**config.mk**
```make
export PLATFORM = sky130hd
export DESIGN_NAME = serial_subtractor
export DESIGN_NICKNAME = d
export VERILOG_FILES = /design/src/rtl/serial_sub_pkg.sv /design/src/rtl/full_adder.sv /design/src/rtl/serial_subtractor.sv
export SDC_FILE = /design/constraint.sdc
export NUM_CORES = 1
export LEC_CHECK = 0
export ABC_AREA = 1
export ABC_CLOCK_PERIOD_IN_PS = 3900
export BUFFER_PORTS_ARGS = -buffer_cell sky130_fd_sc_hd__buf_2
export CELL_PAD_IN_SITES_DETAIL_PLACEMENT = 1
export CELL_PAD_IN_SITES_GLOBAL_PLACEMENT = 1
export CORE_AREA = 2 2 53 80
export DETAILED_ROUTE_END_ITERATION = 16
export DIE_AREA = 0 0 55 82
export MAX_ROUTING_LAYER = met4
export PLACE_DENSITY_LB_ADDON = 0.2
export SYNTH_ARGS = -nofsm -noshare
export SYNTH_HDL_FRONTEND = slang
export SYNTH_SLANG_ARGS = --single-unit
```
**constraint.sdc**
```tcl
create_clock -name clk -period 3.9 [get_ports clk]
set_input_delay 0.195 -clock clk [delete_from_list [all_inputs] [get_ports clk]]
set_output_delay 0.195 -clock clk [all_outputs]
set_load 0.01 [all_outputs]
```
**src/rtl/serial_sub_pkg.sv**
```systemverilog
// Shared definitions for the bit-serial subtractor: FSM state encoding and
// the signed-overflow rule applied once the last difference bit is known.
package serial_sub_pkg;

    typedef enum logic [1:0] {
        ST_IDLE = 2'd0,
        ST_RUN  = 2'd1,
        ST_DONE = 2'd2
    } state_e;

    // Overflow is only possible when the operand signs differ; it occurs if the result sign departs from the minuend's.
    function automatic logic sub_ovf(input logic sign_a, input logic sign_b, input logic msb);
        return (sign_a != sign_b) && (msb != sign_a);
    endfunction

endpackage

```
**src/rtl/full_adder.sv**
```systemverilog
// One-bit full adder cell, shared with the parallel datapath.
module full_adder (
    input  logic a_i,
    input  logic b_i,
    input  logic c_i,
    output logic s_o,
    output logic c_o
);

    assign s_o = a_i ^ b_i ^ c_i;
    assign c_o = (a_i & b_i) | (a_i & c_i) | (b_i & c_i);

endmodule

```
**src/rtl/serial_subtractor.sv**
```systemverilog
// Bit-serial two's-complement subtractor: d = a - b, LSB first, one bit per
// clock through a single full-adder cell (a + ~b + 1).
module serial_subtractor
    import serial_sub_pkg::*;
#(
    parameter int WIDTH = 4
) (
    input  logic             clk,
    input  logic             rst,
    input  logic             start_valid,
    output logic             start_ready,
    input  logic [WIDTH-1:0] a,
    input  logic [WIDTH-1:0] b,
    output logic [WIDTH-1:0] d,
    output logic             borrow,
    output logic             ovf,
    output logic             done,
    output logic             busy
);

    localparam int CNT_W = (WIDTH > 1) ? $clog2(WIDTH) : 1;
    localparam logic [CNT_W-1:0] LAST_BIT = CNT_W'(WIDTH - 1);

    state_e           state_q;
    logic [WIDTH-1:0] a_sh_q;
    logic [WIDTH-1:0] b_sh_q;
    logic [WIDTH-2:0] d_sh_q;
    logic             sign_a_q;
    logic             sign_b_q;
    logic             carry_q;
    logic [CNT_W-1:0] cnt_q;
    logic [WIDTH-1:0] d_q;
    logic             borrow_q;
    logic             ovf_q;

    logic             fa_sum;
    logic             fa_cout;
    logic [WIDTH-1:0] d_sh_d;

    full_adder u_fa (
        .a_i (a_sh_q[0]),
        .b_i (~b_sh_q[0]),
        .c_i (carry_q),
        .s_o (fa_sum),
        .c_o (fa_cout)
    );

    // The new bit enters at the MSB; after WIDTH steps the LSB has reached bit 0.
    assign d_sh_d = {fa_sum, d_sh_q};

    // FSM, operand shifters and result registers.
    always_ff @(posedge clk) begin
        if (rst) begin
            state_q  <= ST_IDLE;
            a_sh_q   <= '0;
            b_sh_q   <= '0;
            d_sh_q   <= '0;
            sign_a_q <= 1'b0;
            sign_b_q <= 1'b0;
            carry_q  <= 1'b0;
            cnt_q    <= '0;
            d_q      <= '0;
            borrow_q <= 1'b0;
            ovf_q    <= 1'b0;
        end else begin
            case (state_q)
                ST_IDLE: begin
                    if (start_valid) begin
                        a_sh_q   <= a;
                        b_sh_q   <= b;
                        sign_a_q <= a[WIDTH-1];
                        sign_b_q <= b[WIDTH-1];
                        carry_q  <= 1'b1;
                        cnt_q    <= '0;
                        state_q  <= ST_RUN;
                    end else begin
                        state_q  <= ST_IDLE;
                    end
                end
                ST_RUN: begin
                    a_sh_q  <= {1'b0, a_sh_q[WIDTH-1:1]};
                    b_sh_q  <= {1'b0, b_sh_q[WIDTH-1:1]};
                    d_sh_q  <= d_sh_d[WIDTH-1:1];
                    carry_q <= fa_cout;
                    if (cnt_q == LAST_BIT) begin
                        state_q  <= ST_DONE;
                        d_q      <= d_sh_d;
                        borrow_q <= ~fa_cout;
                        ovf_q    <= sub_ovf(sign_a_q, sign_b_q, fa_sum);
                    end else begin
                        cnt_q    <= cnt_q + CNT_W'(1);
                    end
                end
                ST_DONE: begin
                    state_q <= ST_IDLE;
                end
                default: begin
                    state_q <= ST_IDLE;
                end
            endcase
        end
    end

    assign start_ready = (state_q == ST_IDLE);
    assign busy        = (state_q == ST_RUN) || (state_q == ST_DONE);
    assign done        = (state_q == ST_DONE);
    assign d           = d_q;
    assign borrow      = borrow_q;
    assign ovf         = ovf_q;

endmodule

```
## Yosys cells after proc, flatten, opt, wreduce, memory -nomap -nowiden

Index checks and enable logic that the tools add are counted.

| storage, ports and cells | value |
|---|---|
| input bits | 11 |
| flip-flop bits (word level) | 24 |
| output and inout port bits | 9 |
| logic and storage cells | 49 |

| operators by class | value |
|---|---|
| eq/ne operators | 8 |
| $add $sub $neg | 1 |
| muxes and demuxes | 12 |
| reduce and logical (&&, ||, !) cells | 8 |
| bitwise operators | 9 |

Operators by type and width:

| operator | count |
|---|---|
| $pmux 4 s2 | 2 |
| $mux 4 | 2 |
| $pmux 2 s2 | 2 |
| $mux 2 | 3 |
| $ne 2x2->1 const B | 3 |
| $reduce_and 2->1 | 3 |
| $eq 2x2->1 const B | 2 |
| $and 1x1->1 | 3 |
| $reduce_and 3->1 | 1 |
| $add 2x1->2 const B | 1 |
| $eq 2x1->1 const B | 1 |
| $logic_not 2->1 | 1 |
| $mux 1 | 2 |
| $ne 1x1->1 | 2 |
| $not 1->1 | 2 |
| $or 1x1->1 | 2 |
| $pmux 1 s2 | 1 |
| $reduce_bool 2->1 | 1 |
| $xor 1x1->1 | 2 |
| $logic_and 1x1->1 | 1 |
| $logic_or 1x1->1 | 1 |

## Logic depth before layout (Yosys ltp)

Gate-level depths: netlist of run 1.

| depth | value |
|---|---|
| word-level depth | 5 |
| mapped depth | 9 |

## Modules after synthesis

A second synthesis of run 1 with hierarchy kept.

| unflattened totals | value |
|---|---|
| cells, all modules | 152 |
| area total of the unflattened synthesis | 1146.1 sq um |

By module, submodules not included:

| module | times used | area an instance (sq um) | cells an instance | seq. area each (sq um) |
|---|---|---|---|---|
| serial_subtractor | 1 | 1126.1 | 151 | 480.5 |
| full_adder | 1 | 20.0 | 1 | 0.0 |

## Worst setup path after synthesis of run 1

No wires, ideal clock.

| timing | value |
|---|---|
| path type | reg2reg |
| start | reg b_sh_q[0] |
| end | reg ovf_q, in the netlist ovf |
| setup slack | 2640 ps |
| buffers on the path | 0 |
| clock period less this slack | 1260 ps |
| stages on the path, launching flop included | 6 |
| library setup time | 113 ps |
| data required time | 3787 ps |
| data arrival time | 1147 ps |
| cell sequence | dfxtp_1 inv_1 fa_1 nor3b_1 o21ai_1 inv_1 |

| on the way | value |
|---|---|
| longest elaborated chain between the ends | 5 |

Ends and longest elaborated chain:

| element | RTL line | source |
|---|---|---|
| start, declared | serial_subtractor.sv:26 | `logic [WIDTH-1:0] b_sh_q;` |
| start signal, assigned | serial_subtractor.sv:82 | `b_sh_q <= {1'b0, b_sh_q[WIDTH-1:1]};` |
| $not 1->1 | serial_subtractor.sv:42 | `.b_i (~b_sh_q[0]),` |
| $xor 1x1->1 (2 in a row) | full_adder.sv:10 | `assign s_o = a_i ^ b_i ^ c_i;` |
| via fa_sum | serial_subtractor.sv:36 | `logic fa_sum;` |
| $ne 1x1->1 | serial_sub_pkg.sv:13 | `return (sign_a != sign_b) && (msb != sign_a);` |
| $logic_and 1x1->1 | serial_sub_pkg.sv:13 |  |
| end signal, assigned | serial_subtractor.sv:89 | `ovf_q <= sub_ovf(sign_a_q, sign_b_q, fa_sum);` |
| end, declared | serial_subtractor.sv:34 | `logic ovf_q;` |

The timed path passes the listed nets, and every way through them passes these cells.
A chain may end at the register's enable or synchronous reset.

## Worst setup path in the final report of run 1

| timing | value |
|---|---|
| start | reg state_q[1] |
| end | reg cnt_q[1] |

| on the way | value |
|---|---|
| longest elaborated chain between the ends | 3 |

Ends and longest elaborated chain:

| element | RTL line | source |
|---|---|---|
| start, declared | serial_subtractor.sv:24 | `state_e state_q;` |
| start signal, assigned | serial_subtractor.sv:54 | `state_q <= ST_IDLE;` |
| start signal, assigned | serial_subtractor.sv:75 | `state_q <= ST_RUN;` |
| start signal, assigned | serial_subtractor.sv:77 | `state_q <= ST_IDLE;` |
| $eq 2x1->1 or $logic_not 2->1 (tied branches) | serial_subtractor.sv:66 | `case (state_q)` |
| $ne 2x2->1 (no source line) or $reduce_bool 2->1 (tied branches) | n/a |  |
| $reduce_and 3->1 (no source line) | n/a |  |
| end signal, assigned | serial_subtractor.sv:91 | `cnt_q <= cnt_q + CNT_W'(1);` |
| end, declared | serial_subtractor.sv:31 | `logic [CNT_W-1:0] cnt_q;` |

Parallel ways exist; a longest one is shown, timed or not.

==> results_dict.tcl, run 1 <==
set metrics [dict create \
    maxSlewHeadroom_pct 67.0 \
    final_wtd_congestion 0.734 \
    worst-endpoint-arrival_ns 2.01 \
    worst_skew_pair.late_latency_ns 0.26 \
    final.setup_skew_ns 0.00291 \
    cp-start-kind "register" \
    number_of_failing_setup_endpoints_in_the_final_timing_report 0 \
    grt_use_total_pct 13.8 \
    first_iter_violations 10 \
    p_sw_uw 149 \
    ir_drop_mv 0.205 \
    detail_route.wl_per_cell_um 12.6 \
    routed_wl_mm 2.58 \
    post_synth_num_cell_types 24 \
    tritoncts_clock_tree "yes" \
    internal_power_uw 382 \
    io_buffers 19 \
    layout.filler_cells 504 \
    timing_max_transition_violations_final 0 \
    finalCritPeriodShare_pct 46.2 \
    grt_setup_unrepaired "false" \
    synth.ff_latch_count 24 \
    switching_share_pct 28.1 \
    core-area_mm2 0.00385 \
    layout.core_utilization_pct 32.7 \
    syn_area_mm2 0.00110 \
    crit_chain "inv_1 > ha_1 > inv_1 > nor2_2 > nand3_2 > a21oi_2" \
    cts_setup_buffers 0 \
    dpl_cell_area_mm2 0.00120 \
    yosys.area.top_type "dfxtp_1" \
    post_drt_via_cell_ratio 4.64 \
    multi_input_area_um2 523 \
    post_synthesis_cells 142 \
    holdCritPathClass "input port to register" \
    worst_hold_path.endpoint "sign_a_q" \
    numClockSinks 24 \
    vias 952 \
    worstMarginPinSlew_ns 0.494 \
    grt_first_pass_wirelength_mm 4.40 \
    layout_common_cells "nand2_1, nor2_1, dfxtp_1" \
    timing.critical_path.fanout_max 15 \
    cts_htree_levels 1 \
    r2r_end "cnt_q[1]" \
    power_frac_comb_pct 17.0 \
    area_growth_syn_to_layout_pct 15.0 \
    outcome "completed" \
    stdcell_count 205 \
    drive_gt1_share_pct 23.1 \
    pwr-share-clk_pct 32.1 \
    cap_violations 0 \
    power_uw 532 \
    hold_viol_final 0 \
    critical_path.max_stage_delay_ns 0.46 \
    cts_root_buf "clkbuf_8" \
    required_ns 4.11 \
    layout_commonest_cell "nand2_1" \
    worstHoldStart "a[3]" \
    max-clock-path-buffers 2 \
    path_class "register to register" \
    worst_setup_path_end_kind "register" \
    ys_top_cells_by_area "dfxtp_1, nand2_1, nor2_1" \
    nNetsFinal 177 \
    synth.avg_cell_area_um2 7.72 \
    clk_transition_reported_paths_ns 0.09 \
    die_h_um 82 \
    design_area_mm2 0.00126 \
    crit_path_top_delay_cell "ha_1" \
    number_of_resized_instances_in_the_post_cts_repair_step 0 \
    final_antenna_net_count 0 \
    grt_max_degree 16 \
    cts-hold-fix-buffers 0 \
    yosys.area.top_type_share_pct 43.8 \
    place_inst 201 \
    power.sequential.fraction_pct 50.9 \
    r2r_start "state_q[1]" \
    cellLeakagePower_uw 0.000584 \
    syn_warnings 0 \
    worst-r2r-setup-slack_ns 2.10 \
    synth.yosys.seq_area_share_pct 43.8 \
    r2r_cells 6 \
    diodes 0 \
    numCtsBuffers 3 \
    worstHoldPathCells 3 \
    totalNegativeSetupSlack_ns 0 \
    first_pass_iters 3 \
    design.die.area_mm2 0.00451 \
    cell_area_power_density_mw_per_mm2 422 \
    grt.overflow.total 0 \
    sequential_cell_area_um2 480 \
    drc 0 \
    fp.dieW_um 55 \
    std_cell_rows 28 \
    cp_common_cell "inv_1" \
    max_freq_mhz 555 \
    dpl.hpwl_mm 1.94 \
    synthesis.nets 158 \
    io_pins 20 \
    grt_pass1_vias 971 \
    min_clock_period_post_route_ns 1.80 \
    initial_core_util_pct 28.4 \
    antenna_found_initial 0 \
]
-- power groups by stage --
stage	registers (uW)	logic (uW)	clock network (uW)
floorplan	274	73.6	0
global placement	276	91.0	0
detailed placement	277	91.8	0
CTS	271	92.5	180
global route	273	104	189
finish	271	90.3	171
-- stage by stage --
| stage | hold WS [ns] | setup slack [ns] |
|---|---|---|
| after global placement | 0.456 | 2.17 |
| final | 0.192 | 2.10 |
| after floorplan | 0.338 | 2.64 |
| after detailed placement | 0.456 | 2.05 |
| after CTS | 0.183 | 2.04 |
| after global routing | 0.188 | 1.87 |
-- Yosys cell counts, drive strengths merged --
cell type,instances
clkbuf,1
nand2,36
dfxtp,24
nor3,1
a211oi,2
o21ai,15
fa,1
buf,4
nor2,25
clkinv,1
inv,11
a21oi,11
nand3,5
ha,4
nor3b,1
-- worst max-delay path by stage --
stage	to	slack, ns	cells past startpoint	from
global route	cnt_q[1]	1.87	6	state_q[1]
CTS	cnt_q[1]	2.04	6	state_q[1]
global placement	cnt_q[1]	2.17	6	state_q[1]
floorplan	ovf	2.64	5	b_sh_q[0]
detailed placement	cnt_q[1]	2.05	6	state_q[1]
finish	cnt_q[1]	2.10	6	state_q[1]
-- flip-flops by register name, indices dropped and copies added (netlist names) --
register	flops
d	4
sign_b_q	1
b_sh_q	4
d_sh_q	3
ovf	1
cnt_q	2
borrow	1
sign_a_q	1
a_sh_q	4
state_q	2
carry_q	1
-- kinds of logic (layout without fill, tap and decap cells) --
group / Yosys count / count (layout) / share of synthesized area, %
simple gates: 68 / 68 / 26.6
flops: 24 / 24 / 43.8
buf+inv: 17 / 35 / 8.45
compound gates: 28 / 28 / 14.7
fa+ha+maj: 5 / 5 / 6.39
-- worst max-delay path: cells and delay by family, from the launching register on --
family                   cells  cell delay, ns
AO/OA/AOI/OAI                1            0.14
adder cells (fa/ha/maj)      1            0.46
buffers and inverters        2            0.45
flip-flops                   1            0.34
AND/OR/NAND/NOR              2            0.36
-- routing by layer --
metal | vias to the layer above | wire [um] | track usage [%]
li1 | 486 | - | -
met1 | 450 | 1170 | 17.1
met2 | 14 | 1310 | 21.7
met3 | 2 | 79 | 2.18
met4 | 0 | 23 | 5.85
met5 | - | 0 | -
-- layout make-up --
class                           count  share of cell area, %
Sequential cell                    24                   38.1
Timing Repair Buffer               19                   7.55
Multi-Input combinational cell    101                   41.5
Tap cell                           45                   4.47
Clock buffer                        4                   4.37
Inverter                           12                   3.97
(Power assumes the default switching activity.)
==> run 2: changes to the inputs <==
ABC_AREA = 0   (was 1)
ABC_CLOCK_PERIOD_IN_PS = 1600   (was 3900)
clock period = 1.6 ns   (was 3.9 ns; I/O delays follow)
==> results_dict.tcl, run 2 <==
set metrics [dict create \
    drive_gt1_share_pct 31.4 \
    ys_top_cells_by_area "dfxtp_1, mux2i_1, nor2_1" \
    required_ns 1.74 \
    maxSlewHeadroom_pct 67.9 \
    dpl.hpwl_mm 1.84 \
    layout_commonest_cell "dfxtp_1" \
    grt_pass1_vias 919 \
    worst-r2r-setup-slack_ns 0.11 \
    hold_viol_final 0 \
    post_synth_num_cell_types 28 \
    final_wtd_congestion 0.700 \
    cell_area_power_density_mw_per_mm2 957 \
    layout_common_cells "dfxtp_1, buf_2, nor2_1" \
    r2r_start "b_sh_q[0]" \
    synthesis.nets 132 \
    yosys.area.top_type_share_pct 43.8 \
    worstMarginPinSlew_ns 0.481 \
    grt_max_degree 25 \
    die_h_um 82 \
    clk_transition_reported_paths_ns 0.08 \
    antenna_found_initial 0 \
    path_class "register to register" \
    initial_core_util_pct 28.5 \
    cts_htree_levels 1 \
    cp-start-kind "register" \
    post_drt_via_cell_ratio 4.91 \
    grt.overflow.total 0 \
    post_synth_most_frequent_cells "dfxtp_1, nor2_1, nand2_1" \
    topmost_layer_with_routed_signal_wires "met4" \
    worstHoldStart "b[1]" \
    synth-main-ff-cell "dfxtp_1" \
    max-clock-path-buffers 2 \
    holdCritPathClass "input port to register" \
    worst-endpoint-arrival_ns 1.63 \
    io_buffers 19 \
    r2r_cells 5 \
    outcome "completed" \
    hold_ws_ns 0.162 \
    std_cell_rows 28 \
    post_synthesis_cells 116 \
    grt_use_total_pct 13.0 \
    timing.critical_path.fanout_max 4 \
    synth.avg_cell_area_um2 9.46 \
    first_iter_violations 2 \
    first_pass_iters 3 \
    layout.core_utilization_pct 34.1 \
    final.setup_skew_ns 0.00330 \
    diodes 0 \
    totalNegativeSetupSlack_ns 0 \
    yosys.cell_count.top_type "dfxtp_1" \
    max_freq_mhz 670 \
    synth.ff_latch_count 24 \
    min_clock_period_post_route_ns 1.49 \
    number_of_failing_setup_endpoints_in_the_final_timing_report 0 \
    numClockSinks 24 \
    core-area_mm2 0.00385 \
    numCtsBuffers 3 \
    cts_root_buf "clkbuf_8" \
    crit_start "b_sh_q[0]" \
    nNetsFinal 154 \
    worst_setup_path_end_kind "register" \
    tritoncts_clock_tree "yes" \
    cts-hold-fix-buffers 0 \
    yosys.area.top_type "dfxtp_1" \
    cellLeakagePower_uw 0.000539 \
    routed_wl_mm 2.59 \
    cap_violations 0 \
    grt_setup_unrepaired "true" \
    syn_warnings 0 \
    timing_max_transition_violations_final 0 \
    worst_setup_path_endpoint "ovf" \
    synth-edff-count 0 \
    synth.yosys.seq_area_share_pct 43.8 \
    drt-met1-wl_mm 1.09 \
    final_antenna_net_count 0 \
    worst_skew_pair.late_latency_ns 0.26 \
    area_growth_syn_to_layout_pct 19.6 \
    grt_first_pass_wirelength_mm 4.12 \
    ys_async_sr_fraction_pct 0 \
    r2r_end "ovf" \
    routed-wl-met3_um 69 \
    drc 0 \
    io_pins 20 \
    design.die.area_mm2 0.00451 \
    ir_drop_mv 0.454 \
    syn_area_mm2 0.00110 \
    detail_route.wl_per_cell_um 14.2 \
    met2_length_mm 1.40 \
    vias 894 \
    finalCritPeriodShare_pct 93.3 \
    fp.dieW_um 55 \
]
run 2: changes by cell type after synthesis, sizes merged, moves of 4 or more:
cell    change
nor2        -9
nand3       -4
a211oi      +5
mux2i      +10
o21ai      -15
inv         -7
nand2      -24
run 2: layer usage:
| metal | GRT usage [%] | vias to the layer above |
|---|---|---|
| li1 | - | 437 |
| met1 | 13.8 | 441 |
| met2 | 22.9 | 12 |
| met3 | 2.18 | 4 |
| met4 | 5.85 | 0 |
| met5 | - | - |
run 2: cell families after synthesis:
group                    synth area share [%]
AND/OR/NAND/NOR                          18.5
flip-flops                               43.8
AO/OA/AOI/OAI                            15.2
buffers and inverters                    5.70
multiplexers                             10.5
adder cells (fa/ha/maj)                  6.39
run 2: power breakdown:
| part | switching, uW | total (uW) | internal [uW] |
|---|---|---|---|
| clock | 191 | 410 | 220 |
| combinational | 106 | 197 | 91.5 |
| sequential | 22.1 | 649 | 627 |
run 2: worst min path at each step:
stage / to / slack (ns) / cells after the start
2_1_floorplan: carry_q / 0.15 / 1
6_report: b_sh_q[1] / 0.16 / 3
3_3_place_gp: b_sh_q[3] / 0.42 / 3
5_1_grt: b_sh_q[2] / 0.18 / 3
3_5_place_dp: b_sh_q[1] / 0.44 / 3
4_1_cts: b_sh_q[1] / 0.16 / 3
run 2: cell type report:
class	instances	area (um2)
Clock buffer	4	55.1
Fill cell	469	2540
Inverter	4	15.0
Multi-Input combinational cell	82	581
Sequential cell	24	480
Tap cell	45	56.3
Timing Repair Buffer	23	125
run 2: what timing repair did:
action / 4_1_cts / 5_1_grt
resized for setup: 0 / 5
buffers inserted: 0 / 1
endpoints found under the setup margin: 0 / 3
run 2: critical path: stages, from the launching register on:
cell and delay (ns):
dfxtp_1 0.33, inv_1 0.06, fa_2 0.57, nor2_1 0.07, a221oi_2 0.27, nor3_1 0.07
run 2: per-stage QoR:
step	setup slack, ns	total power (uW)	std cells	instance area [um2]
2_1_floorplan	0.0354	796	116	1100
3_3_place_gp	0.108	837	176	1220
3_5_place_dp	0.0281	849	176	1220
4_1_cts	0.0137	1260	180	1280
5_1_grt	-0.00368	1320	182	1310
6_report	0.107	1260	182	1310
==> run 3: changes to the inputs <==
REMOVE_ABC_BUFFERS = 1   (was default)
==> results_dict.tcl, run 3 (synthesis results as in run 2) <==
set metrics [dict create \
    r2r_start "b_sh_q[0]" \
    grt_first_pass_wirelength_mm 3.77 \
    first_pass_iters 2 \
    io_buffers 19 \
    final.setup_skew_ns 0.00345 \
    worstMarginPinSlew_ns 0.478 \
    final_antenna_net_count 0 \
    grt_use_total_pct 11.7 \
    grt_max_degree 25 \
    numClockSinks 24 \
    grt_pass1_vias 870 \
    worst_setup_path_end_kind "register" \
    io_pins 20 \
    final_wtd_congestion 0.687 \
    clk_transition_reported_paths_ns 0.09 \
    r2r_end "ovf" \
    finalCritPeriodShare_pct 95.1 \
    critical_path.max_stage_delay_ns 0.57 \
    grt.overflow.total 0 \
    fp.dieW_um 55 \
    layout_common_cells "dfxtp_1, buf_2, nor2_1" \
    holdCritPathClass "input port to register" \
    dpl.hpwl_mm 1.68 \
    layout_commonest_cell "dfxtp_1" \
    path_class "register to register" \
    ir_drop_mv 0.537 \
    worst-endpoint-arrival_ns 1.66 \
    cp-start-kind "register" \
    maxSlewHeadroom_pct 68.1 \
    max_freq_mhz 657 \
    required_ns 1.74 \
    first_iter_violations 7 \
    crit_path_top_delay_cell "fa_2" \
    routed_wl_mm 2.28 \
    design.die.area_mm2 0.00451 \
    crit_chain "inv_1 > fa_2 > nor2_1 > a221oi_2 > nor3_1" \
    hold_viol_final 0 \
    cts_htree_levels 1 \
    area_growth_syn_to_layout_pct 18.2 \
    worst_skew_pair.late_latency_ns 0.26 \
    worstHoldStart "start_valid" \
    max-clock-path-buffers 2 \
    cap_violations 0 \
    drive_gt1_share_pct 29.4 \
    worst_hold_path.endpoint "a_sh_q[3]" \
    outcome "completed" \
    timing.critical_path.fanout_max 4 \
    diodes 0 \
    initial_core_util_pct 28.5 \
    min_clock_period_post_route_ns 1.52 \
    core-area_mm2 0.00385 \
    numCtsBuffers 3 \
    r2r_cells 5 \
    vias 854 \
    std_cell_rows 28 \
    nNetsFinal 153 \
    hold_ws_ns 0.143 \
    cell_area_power_density_mw_per_mm2 964 \
    cts-hold-fix-buffers 0 \
    cts_root_buf "clkbuf_8" \
    worst-r2r-setup-slack_ns 0.08 \
    timing_max_transition_violations_final 0 \
    place_inst 177 \
    antenna_found_initial 0 \
    die_h_um 82 \
    number_of_failing_setup_endpoints_in_the_final_timing_report 0 \
    cellLeakagePower_uw 0.000533 \
    stdcell_count 181 \
    worstHoldPathCells 3 \
    detail_route.wl_per_cell_um 12.6 \
    drc 0 \
    tritoncts_clock_tree "yes" \
    post_drt_via_cell_ratio 4.72 \
]
==> run 3: cell count changes in the layout (fill, tap and decap cells not counted) <==
cell / before / now
and2_1: 0 / 1
nand2_1: 11 / 12
nand2_2: 1 / 0
mux2_2: 1 / 0
and2_2: 1 / 0
==> run 3: how the worst max path moves through the flow <==
| stage | from | to | slack [ns] | depth (start not counted) |
|---|---|---|---|---|
| 2_1_floorplan | state_q[1] | cnt_q[0] | -0.05 | 5 |
| 3_3_place_gp | b_sh_q[0] | ovf | 0.11 | 5 |
| 3_5_place_dp | b_sh_q[0] | ovf | 0.03 | 5 |
| 4_1_cts | b_sh_q[0] | ovf | 0.02 | 5 |
| 5_1_grt | b_sh_q[0] | ovf | -0.0004 | 5 |
| 6_report | b_sh_q[0] | ovf | 0.08 | 5 |
==> run 3: layout make-up <==
cell class | count | area, um2
clock buffers | 4 | 55.1
fillers | 481 | 2560
inverters | 4 | 15.0
multi-input cells | 81 | 566
flip-flops and latches | 24 | 480
well taps | 45 | 56.3
repair buffers | 23 | 125
==> run 3: power breakdown <==
group	internal [uW]	total, uW	leakage [uW]	switching (uW)
Sequential	627	649	0.000196	22.0
Combinational	88.0	184	0.000308	96.2
Clock	220	417	0.0000288	197
==> run 3: routing by layer <==
| layer | vias up | track usage, % | wire length [um] |
|---|---|---|---|
| li1 | 435 | - | - |
| met1 | 404 | 12.2 | 958 |
| met2 | 13 | 21.1 | 1240 |
| met3 | 2 | 2.18 | 59 |
| met4 | 0 | 4.39 | 23 |
| met5 | - | - | 0 |
==> run 3: through the flow <==
| stage | util [%] | setup WS (ns) | area [um2] | power (uW) | setup TNS (ns) |
|---|---|---|---|---|---|
| final | 33.7 | 0.0778 | 1300 | 1250 | 0 |
| after global routing | 33.7 | -0.000415 | 1300 | 1320 | -0.000415 |
| after CTS | 33.4 | 0.0190 | 1290 | 1270 | 0 |
| after detailed placement | 31.9 | 0.0266 | 1230 | 847 | 0 |
| after global placement | 31.9 | 0.115 | 1230 | 836 | 0 |
| after floorplan | - | -0.0478 | 1050 | 779 | -0.0805 |
==> run 3: critical path, delay by kind of cell, from the launching register on <==
kind | cells | cell delay (ns)
AOI/OAI and AO/OA | 1 | 0.28
and+or+nand+nor | 2 | 0.15
DFF | 1 | 0.34
adders and majority gates | 1 | 0.57
buffers and inverters | 1 | 0.06
==> run 3: timing repair <==
item / CTS / global route
endpoints found under the setup margin: 0 / 2
setup buffers: 0 / 0
resized for setup: 0 / 3
